`src/rtl/lsu_load_writeback.sv`:
```
// Load-return collector. Holds up to DEPTH outstanding warp loads and
// assembles per-lane return data. Completed loads are written to the
// register file in allocation order, at most one per cycle.

// One load slot: valid flag, destination, lane fill mask and lane data
module lsu_lwb_slot #(
  parameter int DATA_WIDTH = 16,
  parameter int NUM_LANES  = 8
) (
  input  logic                                  clk,
  input  logic                                  reset,
  input  logic                                  i_alloc,
  input  logic [1:0]                            i_warp,
  input  logic [3:0]                            i_reg,
  input  logic                                  i_wr,
  input  logic [$clog2(NUM_LANES)-1:0]          i_lane,
  input  logic [DATA_WIDTH-1:0]                 i_data,
  input  logic                                  i_clr,
  output logic                                  o_vld,
  output logic [NUM_LANES-1:0]                  o_mask,
  output logic [1:0]                            o_warp,
  output logic [3:0]                            o_reg,
  output logic [NUM_LANES-1:0][DATA_WIDTH-1:0]  o_data
);
  logic                                 r_vld;
  logic [NUM_LANES-1:0]                 r_mask;
  logic [1:0]                           r_warp;
  logic [3:0]                           r_reg;
  logic [NUM_LANES-1:0][DATA_WIDTH-1:0] r_data;

  // Slot lifecycle: retire frees, alloc claims and clears the mask, responses fill lanes
  always_ff @(posedge clk or posedge reset) begin
    if (reset) begin
      r_vld  <= 1'b0;
      r_mask <= '0;
      r_warp <= '0;
      r_reg  <= '0;
      r_data <= '0;
    end else begin
      if (i_clr) r_vld <= 1'b0;
      if (i_alloc) begin
        r_vld  <= 1'b1;
        r_mask <= '0;
        r_warp <= i_warp;
        r_reg  <= i_reg;
      end
      if (i_wr) begin
        r_data[i_lane] <= i_data;
        r_mask[i_lane] <= 1'b1;
      end
    end
  end

  assign o_vld  = r_vld;
  assign o_mask = r_mask;
  assign o_warp = r_warp;
  assign o_reg  = r_reg;
  assign o_data = r_data;
endmodule

module lsu_load_writeback #(
  parameter int DATA_WIDTH = 16,
  parameter int NUM_LANES  = 8,
  parameter int DEPTH      = 4
) (
  input  logic                                  clk,
  input  logic                                  reset,
  input  logic                                  alloc_valid,
  output logic                                  alloc_ready,
  input  logic [1:0]                            alloc_warp,
  input  logic [3:0]                            alloc_reg,
  output logic [$clog2(DEPTH)-1:0]              alloc_tag,
  input  logic                                  resp_valid,
  input  logic [$clog2(DEPTH)-1:0]              resp_tag,
  input  logic [$clog2(NUM_LANES)-1:0]          resp_lane,
  input  logic [DATA_WIDTH-1:0]                 resp_data,
  output logic                                  reg_write_en,
  output logic [3:0]                            reg_write_addr,
  output logic [NUM_LANES-1:0][DATA_WIDTH-1:0]  reg_write_data,
  output logic [1:0]                            warp_num_write,
  output logic                                  illegal_alloc,
  output logic                                  resp_err,
  output logic [$clog2(DEPTH):0]                pending
);
  localparam int TW = $clog2(DEPTH);

  logic [TW-1:0] r_head;
  logic [TW-1:0] r_tail;
  logic [TW:0]   r_count;

  logic [DEPTH-1:0]                                w_vld;
  logic [DEPTH-1:0][NUM_LANES-1:0]                 w_mask;
  logic [DEPTH-1:0][1:0]                           w_warp;
  logic [DEPTH-1:0][3:0]                           w_reg;
  logic [DEPTH-1:0][NUM_LANES-1:0][DATA_WIDTH-1:0] w_data;

  logic w_alloc_req;
  logic w_alloc_ok;
  logic w_alloc_bad;
  logic w_resp_ok;
  logic w_retire;

  // Ready depends only on registered occupancy; a same-cycle retirement does not free a slot early
  assign alloc_ready = (r_count < (TW+1)'(DEPTH));
  assign alloc_tag   = r_tail;
  assign pending     = r_count;

  // Registers 13-15 are read-only thread/block id registers
  assign w_alloc_req = alloc_valid & alloc_ready;
  assign w_alloc_ok  = w_alloc_req & (alloc_reg < 4'd13);
  assign w_alloc_bad = w_alloc_req & ~(alloc_reg < 4'd13);

  // Accept a lane only into a live slot whose lane is still empty
  assign w_resp_ok = resp_valid & w_vld[resp_tag] & ~w_mask[resp_tag][resp_lane];

  // Only the oldest load may retire, and only once every lane has arrived
  assign w_retire = w_vld[r_head] & (&w_mask[r_head]);

  genvar g;
  generate
    for (g = 0; g < DEPTH; g++) begin : g_slot
      lsu_lwb_slot #(
        .DATA_WIDTH (DATA_WIDTH),
        .NUM_LANES  (NUM_LANES)
      ) u_slot (
        .clk     (clk),
        .reset   (reset),
        .i_alloc (w_alloc_ok & (r_tail == TW'(g))),
        .i_warp  (alloc_warp),
        .i_reg   (alloc_reg),
        .i_wr    (w_resp_ok & (resp_tag == TW'(g))),
        .i_lane  (resp_lane),
        .i_data  (resp_data),
        .i_clr   (w_retire & (r_head == TW'(g))),
        .o_vld   (w_vld[g]),
        .o_mask  (w_mask[g]),
        .o_warp  (w_warp[g]),
        .o_reg   (w_reg[g]),
        .o_data  (w_data[g])
      );
    end
  endgenerate

  // Circular-buffer pointers and occupancy; power-of-2 depth wraps naturally
  always_ff @(posedge clk or posedge reset) begin
    if (reset) begin
      r_head  <= '0;
      r_tail  <= '0;
      r_count <= '0;
    end else begin
      if (w_alloc_ok) r_tail <= r_tail + TW'(1);
      if (w_retire)   r_head <= r_head + TW'(1);
      case ({w_alloc_ok, w_retire})
        2'b10:   r_count <= r_count + (TW+1)'(1);
        2'b01:   r_count <= r_count - (TW+1)'(1);
        default: r_count <= r_count;
      endcase
    end
  end

  // Write port and error pulses; write payload holds its last value between pulses
  always_ff @(posedge clk or posedge reset) begin
    if (reset) begin
      reg_write_en   <= 1'b0;
      reg_write_addr <= '0;
      warp_num_write <= '0;
      reg_write_data <= '0;
      illegal_alloc  <= 1'b0;
      resp_err       <= 1'b0;
    end else begin
      reg_write_en  <= w_retire;
      illegal_alloc <= w_alloc_bad;
      resp_err      <= resp_valid & ~w_resp_ok;
      if (w_retire) begin
        reg_write_addr <= w_reg[r_head];
        warp_num_write <= w_warp[r_head];
        reg_write_data <= w_data[r_head];
      end
    end
  end
endmodule

```
`config.mk`:
```
export PLATFORM = sky130hd
export DESIGN_NAME = lsu_load_writeback
export DESIGN_NICKNAME = d
export VERILOG_FILES = /design/src/rtl/lsu_load_writeback.sv
export SDC_FILE = /design/constraint.sdc
export NUM_CORES = 1
export LEC_CHECK = 0
export ABC_CLOCK_PERIOD_IN_PS = 60600
export BUFFER_PORTS_ARGS = -buffer_cell sky130_fd_sc_hd__buf_2
export CAP_MARGIN = 10
export CORE_UTILIZATION = 45
export DETAILED_ROUTE_END_ITERATION = 6
export GPL_ROUTABILITY_DRIVEN = 0
export PLACE_DENSITY = 0.64
export SETUP_SLACK_MARGIN = 0.15
export SKIP_CTS_REPAIR_TIMING = 1
export SLEW_MARGIN = 20
export SYNTH_ARGS = -nofsm -noshare
export SYNTH_HDL_FRONTEND = slang
export SYNTH_SLANG_ARGS = --single-unit
```
`constraint.sdc`:
```
create_clock -name clk -period 60.6 [get_ports clk]
set_clock_uncertainty 0.1 [all_clocks]
set_input_delay 6.06 -clock clk [delete_from_list [all_inputs] [get_ports clk]]
set_output_delay 6.06 -clock clk [all_outputs]
set_load 0.1 [all_outputs]
```
Word-level counts from Yosys, hierarchy flattened:

Cells that the tools add are included.

* reductions and logical operators: 10
* eq/ne operators: 11
* order comparisons: 6
* add/sub/neg operators: 4
* mux-type cells: 41
* bitwise operators: 26

Operators by type and width (number)
* 128-bit bitwise mux: 4
* 128-bit binary-select mux with 2-bit select: 1
* 128-bit two-way mux: 1
* 8-bit two-way mux: 10
* 16-bit demux with 3-bit select: 1
* 8-bit binary-select mux with 2-bit select: 2
* 8-bit bitwise OR: 4
* 1-bit bitwise AND: 19
* 16-bit two-way mux: 1
* 2-bit == test (second input constant): 7
* 1-bit two-way mux: 12
* 2-bit nonzero test: 5
* 4-bit binary-select mux with 2-bit select: 1
* 2-bit by 1-bit == test with 1-bit output (second input constant): 4
* 8-bit AND reduction: 1
* 2-bit logical NOT: 3
* 2-bit by 3-bit < comparator with 1-bit output (second input constant): 2
* 3-bit one-hot mux with 2 select lines: 1
* 2-bit by 1-bit adder with 2-bit output (second input constant): 2
* 1-bit binary-select mux with 2-bit select: 2
* 2-bit binary-select mux with 2-bit select: 1
* 3-bit by 4-bit < comparator with 1-bit output (second input constant): 1
* 4-bit < comparator (second input constant): 1
* 4-bit two-way mux: 1
* other kinds (9): 11

* register bits after elaboration: 716
* input bits: 31

Logic depth before layout (Yosys ltp):

Gate-level depths: netlist (run 1).

* depth in word-level cells: 8
* mapped depth: 13
* depth with buffers taken out: 10

Cells and area by module:

From an unflattened synthesis (run 1), not the netlist that was laid out.

* cells, all modules: 1838
* area total of the unflattened synthesis: 31037.3 µm²

By module, submodules not included
* lsu_lwb_slot: area each 5437.7 µm², times used 4, cells each 317
* lsu_load_writeback: area each 9286.4 µm², times used 1, cells each 570

Worst setup path before layout (run 1):

Ideal clock, no wire load.

* path kind: input-to-reg
* from: in resp_tag[0]
* to: reg g_slot[3].u_slot.r_data (netlist bit g_slot[3].u_slot.o_data[112])
* slack: 52061 ps
* data arrival time: 8314 ps
* required time: 60375 ps
* stages: 8
* buffers on the path: 3
* path through: buf_6 -> mux4_1 -> nand3_1 -> nand4_4 -> buf_8 -> nor4_4 -> buf_6 -> mux2_4

* word-level cells in the longest chain between the ends: 7
* elaborated cells on any way between the ends: 11
* classes of those cells: eq/ne: 1; mux: 6; bitwise: 4

Ends and longest elaborated chain
* from (decl): line 74 `input logic [$clog2(DEPTH)-1:0] resp_tag,`
* 8-bit binary-select mux with 2-bit select: line 114 `assign w_resp_ok = resp_valid & w_vld[resp_tag] & ~w_mask[resp_tag][resp_lane];`
* 8-bit two-way mux (implied by the code): line 114
* 1-bit binary-select mux with 3-bit select: line 114
* 1-bit two-way mux (implied by the code): line 114
* 1-bit NOT: line 114
* 1-bit bitwise AND: line 114
* 1-bit bitwise AND (*): line 131 `.i_wr (w_resp_ok & (resp_tag == TW'(g))),`
* to (signal, indexed assignment): line 48 `r_data[i_lane] <= i_data;`
* to (decl): line 29 `logic [NUM_LANES-1:0][DATA_WIDTH-1:0] r_data;`

Mark *: on every way between the ends. The rest lies on a longest branch, timed or not. The select of a mux whose other input is x is not followed.
A chain may end at the register's enable or synchronous reset.

Worst setup path in the final report (run 1):

* from: in resp_tag[0]
* to: reg g_slot[3].u_slot.r_data (netlist bit g_slot[3].u_slot.o_data[67])

The elaborated chain is that of the path after synthesis.

==> results of run 1 <==
## where the power goes
group / leakage (nW) / switching [mW] / internal, mW / total, mW
logic: 6.40 / 0.0177 / 0.00212 / 0.0198
clock network: 1.26 / 0.189 / 0.279 / 0.468
registers: 9.99 / 0.0000369 / 0.478 / 0.478
total: 17.6 / 0.207 / 0.759 / 0.966
## layer usage
layer | global-route usage | vias up | part of all wire | wire length (um)
met5 | 0 | - | 0 | 0
met2 | 0.3403 | 279 | 0.50 | 34670
li1 | - | 7101 | - | -
met4 | 0.06710 | 0 | 0.024 | 1637
met3 | 0.02666 | 99 | 0.030 | 2070
met1 | 0.2820 | 8993 | 0.44 | 30580
## placed cells by master (no fill, tap or decap), drive strengths merged, types with 2 or more instances in the layout
master / n
ha: 9
mux2: 670
xnor2: 4
nor2: 6
clkbuf: 116
nor3: 4
nand3: 9
nand4: 6
a21oi: 4
nand2: 45
nand2b: 5
a31oi: 4
o21ai: 3
diode: 5
nor2b: 2
nor4: 17
nor4b: 2
and3: 2
clkinvlp: 2
or2: 2
or4: 4
bufinv: 3
dfrtp: 716
a21o: 19
nor3b: 3
clkinv: 13
inv: 13
mux4: 143
mux2i: 3
buf: 212
## synth_stat cells, drive strengths merged (5+ instances only)
library cell	number
nand3	9
a21o	19
nand2	45
ha	9
mux2	670
dfrtp	716
nand4	6
mux4	143
nor2	6
inv	11
nor4	17
nand2b	5
clkbuf	92
buf	55
## path summary, 6_finish.rpt
| path | start | endpoint | slack (ns) | cells after the start |
|---|---|---|---|---|
| hold reg to reg | pending[2] | illegal_alloc | 0.35 | 1 |
| hold / removal | pending[2] | illegal_alloc | 0.35 | 1 |
| setup reg to reg | r_head[0] | reg_write_data[126] | 56.07 | 8 |
| setup / recovery | resp_tag[0] | g_slot[3].u_slot.o_data[67] | 51.79 | 7 |
| min in group asynchronous | reset | reg_write_data[78] | 5.48 | 2 |
| max in group asynchronous | reset | reg_write_data[17] | 51.83 | 5 |
## cells by family (layout without fill, tap and decap cells)
logic type | after synthesis | after routing | share of synthesized area
compound gates | 35 | 35 | 0.007950
xor+xnor | 5 | 5 | 0.001412
fa+ha+maj | 10 | 10 | 0.004278
buf+inv | 158 | 359 | 0.02522
flops | 716 | 716 | 0.5779
mux | 816 | 816 | 0.3549
other cells | 0 | 5 | 0
simple gates | 110 | 110 | 0.02833
## final cells by class
cell class              count  area (um^2)  share of cell area
flip-flops and latches    716        17920              0.5102
multi-input cells         976        12320              0.3507
clock buffers             116         2336             0.06650
repair buffers            212         1186             0.03376
well taps                 873         1092             0.03109
clock inverters            20        210.2            0.005984
inverters                  11        48.80            0.001389
diodes                      5        12.51           0.0003562
## worst reg2reg max path, stage by stage, from the launching register on
cell and delay (ns):
dfrtp_4 0.88, buf_4 0.87, nand2_1 0.15, nor3_1 0.29, a41oi_1 0.14, o31ai_4 0.25, buf_4 0.55, buf_4 0.67
mux2_2 0.50
==> metrics.md, run 1 <==
| Metric | Value |
|---|---|
| Synth top area share | `0.5779` |
| CP top delay family | `simple AND/OR/NAND/NOR gates` |
| Core ar. | `0.06763 mm^2` |
| Pleak | `17.65 nW` |
| Yosys reg bits | `716` |
| Hold slack | `0.3509 ns` |
| Synth area leader | `dfrtp_1` |
| Syn. warnings | `0` |
| CP arrival | `9.20 ns` |
| Port-buffer cells | `173` |
| Max Buffers Root-to-Sink | `3` |
| Initial antenna violation count | `4` |
| Number of remaining DRC errors | `0` |
| Max cap viols | `0` |
| Nets | `2,034` |
| Final Util | `0.5194` |
| Placed inst area | `0.03256 mm^2` |
| Die Height | `264.5 um` |
| Row Count | `95` |
| Final setup viols | `0` |
| Cells after synthesis | `1,850` |
| Wire length per cell | `23.54 um` |
| Hold Fails Final Rpt | `0` |
| Largest net degree at the start of global routing | `186` |
| CP Buf/Inv Count | `2` |
| Outcome | `complete, no violations` |
| RSZ-0062 raised after global routing | `false` |
| Max reg flops | `512` |
| Crit path cell chain | `buf_2 -> mux4_1 -> nand3_1 -> nand4_4 -> nor4_4 -> buf_4 -> mux2_2` |
| Fin crit share | `0.1454` |
| Via count | `16,470` |
| Final worst setup slack | `51.79 ns` |
| Cell area after synthesis | `0.03100 mm^2` |
| Design area | `0.03513 mm^2` |
| Worst setup SP type | `input port` |
| Setup_tns | `0 ns` |
| Fraction of final layout cells with drive strength greater than 1 | `0.5651` |
| DP Cell Count | `2,788` |
| Root buf cell | `clkbuf_16` |
| Initial Utilization | `0.4584` |
| CTS tree | `done` |
| Dpl hpwl | `42,410 um` |
| Vias in the first global route | `18,160` |
| Critical Path RT | `60.99 ns` |
| Grt total ovfl | `0` |
| Ports | `174` |
| Post-synth EDFFs | `0` |
| CTS Sinks | `716` |
| Sequential share of the synthesized area | `0.5779` |
| Synthesized Nets | `1,891` |
| Primary FF master, synth | `dfrtp_1` |
| IR drop worst, VDD | `0.01480 mV` |
| Critical path class | `in -> reg` |
| Worst-Margin Slew | `1.172 ns` |
| DP Worst Slack | `50.63 ns` |
| Slowest CP cell | `nor4_4` |
| Min Tclk post-route | `8.813 ns` |
| Hold Crit Class | `reg -> reg` |
| Number of fill cells | `5,496` |
| Final cell count without fillers | `2,929` |
| Slowest Stage Delay on Critical Path | `0.84 ns` |
| Worst-Skew Late Latency | `0.62 ns` |
| Crit end category | `register` |
| H-tree levels | `3` |
| First-pass GRT wire length | `110,800 um` |
| Max Transition Viols Final | `0` |
| Die ar. | `0.06995 mm^2` |
| Layout area overhead | `13.31%` |
| Chip width | `264.5 um` |
| Max Freq | `113.5 MHz` |
| Synth cell types | `50` |
| Detailed Routing Iterations Pass 1 | `4` |
| Pwr dens | `27.50 mW/mm^2` |
| Crit-path max FO | `17` |
| Synthesized area per cell | `16.76 um^2` |
| All-Layer GR Usage | `0.2056` |
| Initial DRC count | `946` |
| CTS buffer count | `76` |
| Vias/cell | `5.624` |
| Synth top area cells | `dfrtp_1 (58%), mux2_2 (22%), mux4_2 (9.9%)` |
| Clock transition at path regs | `0.06 ns` |
| PnR Total Power | `966.2 uW` |
| Final wirelength | `68,960 um` |
| Post-synth ARST share | `1.000` |
| Detail Route Antenna Nets | `0` |
| Max transition margin | `0.2167` |
Power figures use the tool's default switching activity.
==> inputs of run 2 (changes only) <==
Settings changed: ABC_CLOCK_PERIOD_IN_PS 60600 to 8600.
Clock period 60.6 ns to 8.6 ns, I/O delays scaled along.
==> run 2 against run 1 <==
Net effect: worst setup slack got worse by 47 ns; critical path depth stayed put; non-clock buffer count did not move; final cell count about the same; sequential cell count unchanged; global-route usage rose by 0.50 points; first-iteration DRC count is 4.8% lower; via count grew 0.57%; clock power grew to 7.0 times the previous value.
==> metrics.md, run 2 (synthesis results as in run 1) <==
| Metric | Value |
|---|---|
| Outcome | `complete, no violations` |
| Worst reg-to-reg path cell count | `7 (-1)` |
| Die ar. | `0.06995 mm^2 (unchanged)` |
| Most frequent cells in the layout | `dfrtp_1 (714), mux2_2 (613), buf_2 (173), mux4_2 (136), clkbuf_16 (79)` |
| Design area | `0.03509 mm^2 (-0.11%)` |
| CTS Sinks | `716 (unchanged)` |
| Dpl hpwl | `43,260 um (+2.0%)` |
| Crit-path max FO | `141 (+124)` |
| Core ar. | `0.06763 mm^2 (unchanged)` |
| Hold Fails Final Rpt | `0 (unchanged)` |
| Placed inst area | `0.03257 mm^2 (about the same)` |
| H-tree levels | `3 (unchanged)` |
| Hold Crit Class | `in -> async` |
| Critical path class | `reg -> reg` |
| DP Cell Count | `2,787 (-0.036%)` |
| Port-buffer cells | `173 (unchanged)` |
| CTS tree | `done` |
| Initial Utilization | `0.4584 (unchanged)` |
| Pleak | `17.62 nW (-0.14%)` |
| Flop2flop setup slack | `4.71 ns (-51.36 ns)` |
| Root buf cell | `clkbuf_16` |
| Chip width | `264.5 um (unchanged)` |
| Grt total ovfl | `0 (unchanged)` |
| CTS buffer count | `78 (+2.6%)` |
| Detailed Routing Iterations Pass 1 | `5 (+1)` |
| First-pass GRT wire length | `112,600 um (+1.6%)` |
| CP top delay family | `buffers and inverters` |
| CP arrival | `4.28 ns (-4.92 ns)` |
| Final wirelength | `70,810 um (+2.7%)` |
| Detail Route Antenna Nets | `0 (unchanged)` |
| Most common cell after layout, fill and taps aside | `dfrtp_1` |
| Largest net degree at the start of global routing | `184 (-1.1%)` |
| Final cell count without fillers | `2,930 (+0.034%)` |
| Fin crit share | `0.4527` |
| Vias in the first global route | `18,180 (+0.13%)` |
| Met3 usage | `0.02870 (+0.002044)` |
| Crit path cell chain | `buf_4 -> mux2i_1 -> nor2_1 -> o21ai_0 -> o31ai_4 -> buf_12 -> mux2_2` |
| Max cap viols | `0 (unchanged)` |
| GRT busiest layer | `met2` |
| Slowest Stage Delay on Critical Path | `0.88 ns (+0.04 ns)` |
| Wire length per cell | `24.17 um (+2.6%)` |
| Clock network power share | `0.481 (-0.004)` |
| All-Layer GR Usage | `0.2106 (+0.005011)` |
| Clock transition at path regs | `0.06 ns (about the same)` |
| Final setup viols | `0 (unchanged)` |
| Switch share | `0.2155 (+0.001218)` |
| Fraction of final layout cells with drive strength greater than 1 | `0.5611 (-0.004020)` |
| Number of remaining DRC errors | `0 (unchanged)` |
| Ports | `174 (unchanged)` |
| Worst-Margin Slew | `1.205 ns (+0.03273 ns)` |
| Combinational fraction of design power | `0.021 (about the same)` |
| Crit end category | `register` |
| P_int | `5.314 mW (+600%)` |
| Max transition margin | `0.1968 (-0.01993)` |
| Worst R2R End | `reg_write_data[117]` |
| Row Count | `95 (unchanged)` |
| Final worst setup slack | `4.707 ns (-47.08 ns)` |
| Worst-Skew Late Latency | `0.62 ns (about the same)` |
| PnR Total Power | `6.774 mW (+600%)` |
| CP Capture Point | `reg_write_data[117]` |
| Max Transition Viols Final | `0 (unchanged)` |
| Slowest CP cell | `dfrtp_4` |
| GRT met1 Usage | `0.2833 (+0.001246)` |
| Number of fill cells | `5,522 (+0.47%)` |
| Max reg flops | `512 (unchanged)` |
| Worst Setup SP | `r_head[0]` |
| Met2 usage | `0.3509 (+0.01060)` |
| DP Worst Slack | `4.290 ns (-46.34 ns)` |
| Vias/cell | `5.654 (+0.54%)` |
| IR drop worst, VDD | `0.1182 mV (+700%)` |
| Min Tclk post-route | `3.893 ns` |
| R2r startpoint | `r_head[0]` |
| Worst setup SP type | `register` |
| Via count | `16,570 (+0.57%)` |
| Layout area overhead | `13.18%` |
| Initial antenna violation count | `2 (-2)` |
| Nets | `2,036 (+0.098%)` |
| Final Util | `0.5188 (-0.0005730)` |
| Critical Path RT | `8.99 ns (-52.00 ns)` |
| Max Freq | `256.9 MHz` |
| Initial DRC count | `901 (-4.8%)` |
| RSZ-0062 raised after global routing | `false` |
| Max Buffers Root-to-Sink | `3 (unchanged)` |
| Die Height | `264.5 um (unchanged)` |
| Reg power frac | `0.498 (+0.003)` |
| Pwr dens | `193.0 mW/mm^2 (+600%)` |
| CP Buf/Inv Count | `2 (unchanged)` |
| Total net switching power | `1.460 mW (+610%)` |
| Levels on crit path | `7 (unchanged)` |
run 2: changes by cell type in the layout (fill, tap and decap cells not counted), moves of 3 or more:
cell | previous run | this run
buf_4 | 34 | 31
clkbuf_1 | 15 | 24
clkbuf_8 | 22 | 14
clkinv_2 | 11 | 14
diode_2 | 5 | 2
inv_6 | 2 | 5
run 2: worst min path at each step:
stage,startpoint,to,slack [ns]
floorplan,g_slot[1].u_slot.o_data[100],g_slot[1].u_slot.o_data[100],0.35
global placement,pending[2],illegal_alloc,0.34
detailed placement,pending[2],illegal_alloc,0.35
CTS,reset,g_slot[2].u_slot.o_data[100],0.14
global route,reset,g_slot[2].u_slot.o_data[100],0.18
finish,reset,g_slot[0].u_slot.o_data[100],0.16
run 2: routing by layer:
| layer | share of wire | up-vias |
|---|---|---|
| met5 | 0 | - |
| met3 | 0.031 | 119 |
| met1 | 0.44 | 9048 |
| li1 | - | 7110 |
| met4 | 0.029 | 0 |
| met2 | 0.50 | 289 |
run 2: worst register-to-register path: stages, from the launching register on:
cell and delay, ns:
dfrtp_4 0.88, buf_4 0.82, mux2i_1 0.23, nor2_1 0.15, o21ai_0 0.21, o31ai_4 0.16, buf_12 0.57, mux2_2 0.66
run 2: power by group through the flow:
stage / Clock (mW) / Combinational, mW / Sequential (mW)
after floorplan: 0 / 0.0893 / 3.44
after global placement: 0 / 0.143 / 3.43
after global routing: 3.48 / 0.163 / 3.37
after CTS: 3.36 / 0.149 / 3.37
after detailed placement: 0 / 0.148 / 3.43
final: 3.26 / 0.143 / 3.37
run 2: stage by stage:
stage / setup TNS, ns / hold slack (ns)
2_1_floorplan: -1550.70 / 0.3524
3_3_place_gp: 0 / 0.3375
3_5_place_dp: 0 / 0.3544
4_1_cts: 0 / 0.1374
5_1_grt: 0 / 0.1814
6_report: 0 / 0.1613
run 2: area by class of cell:
cell class	instances	area [um^2]	share of cell area
antenna	2	5.005	0.0001426
clock buffer	116	2246	0.06400
clock inverter	24	242.7	0.006917
inverter	11	45.04	0.001284
multi-input combinational	976	12320	0.3510
sequential	716	17920	0.5108
tap	873	1092	0.03113
timing repair buffer	212	1217	0.03469
==> inputs of run 3 (changes only) <==
Settings changed: ABC_CLOCK_PERIOD_IN_PS 8600 to 3900.
Clock period 8.6 ns to 3.9 ns, I/O delays scaled along.
==> run 3 against run 2 <==
Net effect: the flow now finishes with violations (negative hold slack); non-clock buffer count increased by 30; global-route usage increased by 0.082 points; die area unchanged; critical path depth increased by 2; routed wire length increased by 0.57%; sequential cell count unchanged; largest power group unchanged; maximum frequency increased by 34%; power increased by 120%; sequential power increased by 120%; critical path type unchanged.
==> metrics.md, run 3 (synthesis results as in run 1) <==
| Metric | Value |
|---|---|
| Setup_tns | `0 ns (unchanged)` |
| Hold Fails Final Rpt | `1 (+1)` |
| Number of remaining DRC errors | `0 (unchanged)` |
| Max Transition Viols Final | `0 (unchanged)` |
| CP Buf/Inv Count | `2 (unchanged)` |
| Hold slack | `-0.0006146 ns (-0.1619 ns)` |
| GRT met1 Usage | `0.2904 (+0.007069)` |
| Die ar. | `0.06995 mm^2 (unchanged)` |
| Outcome | `finished, violations left` |
| Ports | `174 (unchanged)` |
| Met3 usage | `0.02889 (+0.0001858)` |
| Critical Path RT | `4.33 ns (-4.66 ns)` |
| CTS buffer count | `77 (-1.3%)` |
| Hold Crit Class | `in -> reg` |
| Min Tclk post-route | `2.900 ns (-0.9935 ns)` |
| Vias/cell | `5.659 (about the same)` |
| Final wirelength | `71,210 um (+0.57%)` |
| Max Buffers Root-to-Sink | `3 (unchanged)` |
| Root buf cell | `clkbuf_16` |
| Worst-Skew Late Latency | `0.61 ns (about the same)` |
| Max cap viols | `0 (unchanged)` |
| H-tree levels | `3 (unchanged)` |
| PnR Total Power | `15.08 mW (+120%)` |
| Final cell count without fillers | `2,954 (+0.82%)` |
| Design area | `0.03543 mm^2 (+0.97%)` |
| GRT busiest layer | `met2` |
| Worst-Margin Slew | `1.018 ns (-0.1869 ns)` |
| Crit-path max FO | `35 (-75%)` |
| CTS Sinks | `716 (unchanged)` |
| Clock transition at path regs | `0.06 ns (about the same)` |
| CTS tree | `done` |
| Pwr dens | `425.5 mW/mm^2 (+120%)` |
| Layout area overhead | `14.28%` |
| Max Freq | `344.9 MHz (+34%)` |
| Critical path class | `reg -> reg` |
| Chip width | `264.5 um (unchanged)` |
| Final setup viols | `0 (unchanged)` |
| Slowest Stage Delay on Critical Path | `0.53 ns (-0.35 ns)` |
| First-pass GRT wire length | `113,200 um (+0.54%)` |
| Slowest CP cell | `buf_4` |
| Number of fill cells | `5,447 (-1.4%)` |
| Core ar. | `0.06763 mm^2 (unchanged)` |
| Row Count | `95 (unchanged)` |
| Grt total ovfl | `0 (unchanged)` |
| Wire length per cell | `24.11 um (-0.25%)` |
| RSZ-0062 raised after global routing | `false` |
| Met2 usage | `0.3437 (-0.007255)` |
| Dpl hpwl | `43,800 um (+1.2%)` |
| Largest net degree at the start of global routing | `126 (-32%)` |
| Via count | `16,720 (+0.91%)` |
| Placed inst area | `0.03282 mm^2 (+0.77%)` |
| Max transition margin | `0.3214 (+0.1246)` |
| Most frequent cells in the layout | `dfrtp_1 (714), mux2_2 (613), buf_2 (173), mux4_2 (136), clkbuf_16 (78)` |
| Max reg flops | `512 (unchanged)` |
| Port-buffer cells | `173 (unchanged)` |
| All-Layer GR Usage | `0.2114 (+0.0008179)` |
| CP top delay family | `adder cells` |
| Initial Utilization | `0.4584 (unchanged)` |
| Fin crit share | `0.7435 (+0.2908)` |
| DP Cell Count | `2,811 (+0.86%)` |
| Pleak | `17.78 nW (+0.92%)` |
| Fraction of final layout cells with drive strength greater than 1 | `0.5667 (+0.005612)` |
| Worst setup SP type | `register` |
| Vias in the first global route | `18,370 (+1.1%)` |
| Detailed Routing Iterations Pass 1 | `4 (-1)` |
| Nets | `2,065 (+1.4%)` |
| Crit path cell chain | `buf_4 -> mux2i_1 -> o31ai_4 -> ha_1 -> inv_1 -> fa_1 -> xor2_1 -> nor2_1 -> xnor2_1` |
| Detail Route Antenna Nets | `0 (unchanged)` |
| Die Height | `264.5 um (unchanged)` |
| Initial antenna violation count | `4 (+2)` |
| CP arrival | `3.32 ns (-0.96 ns)` |
| IR drop worst, VDD | `0.2828 mV (+140%)` |
| Initial DRC count | `981 (+8.9%)` |
| Crit end category | `register` |
| Most common cell after layout, fill and taps aside | `dfrtp_1` |
| Failing checks | `negative hold slack` |
[run 3: metrics by stage]
step	worst slack (ns)	utilization
global placement	0.6242	0.4853
global route	0.8299	0.5238
CTS	0.9716	0.5227
finish	1.000	0.5239
floorplan	-6.396	-
detailed placement	0.5873	0.4853
[run 3: path summary, 6_finish.rpt]
path | start | to | slack, ns | depth (start not counted)
worst max-delay path | r_head[0] | pending[2] | 1.00 | 9
worst min-delay path | alloc_reg[1] | g_slot[1].u_slot.o_reg[1] | -0.0006 | 2
worst max register to register | r_head[0] | pending[2] | 1.00 | 9
worst min register to register | pending[2] | illegal_alloc | 0.37 | 1
max in group asynchronous | reset | g_slot[0].u_slot.o_data[100] | 2.23 | 4
min in group asynchronous | reset | g_slot[0].u_slot.o_data[106] | 0.36 | 3
[run 3: final cells by class]
class | instances | area (um^2) | share of cell area
clock buffers | 106 | 2187 | 0.06173
flip-flops and latches | 716 | 17920 | 0.5059
clock inverters | 26 | 339.1 | 0.009570
repair buffers | 242 | 1514 | 0.04273
diodes | 4 | 10.01 | 0.0002825
well taps | 873 | 1092 | 0.03083
inverters | 11 | 45.04 | 0.001271
multi-input cells | 976 | 12320 | 0.3477
[run 3: report_power, final]
group | switching (mW) | internal [mW] | total, mW
sequential | 0.000133 | 7.43 | 7.43
combinational | 0.284 | 0.0486 | 0.332
clock | 2.93 | 4.38 | 7.31
total | 3.22 | 11.9 | 15.1
[run 3: metal layers]
metal,vias to the layer above,wire length [um]
li1,7191,-
met1,9132,31340
met2,284,35420
met3,109,2269
met4,0,2178
met5,-,0
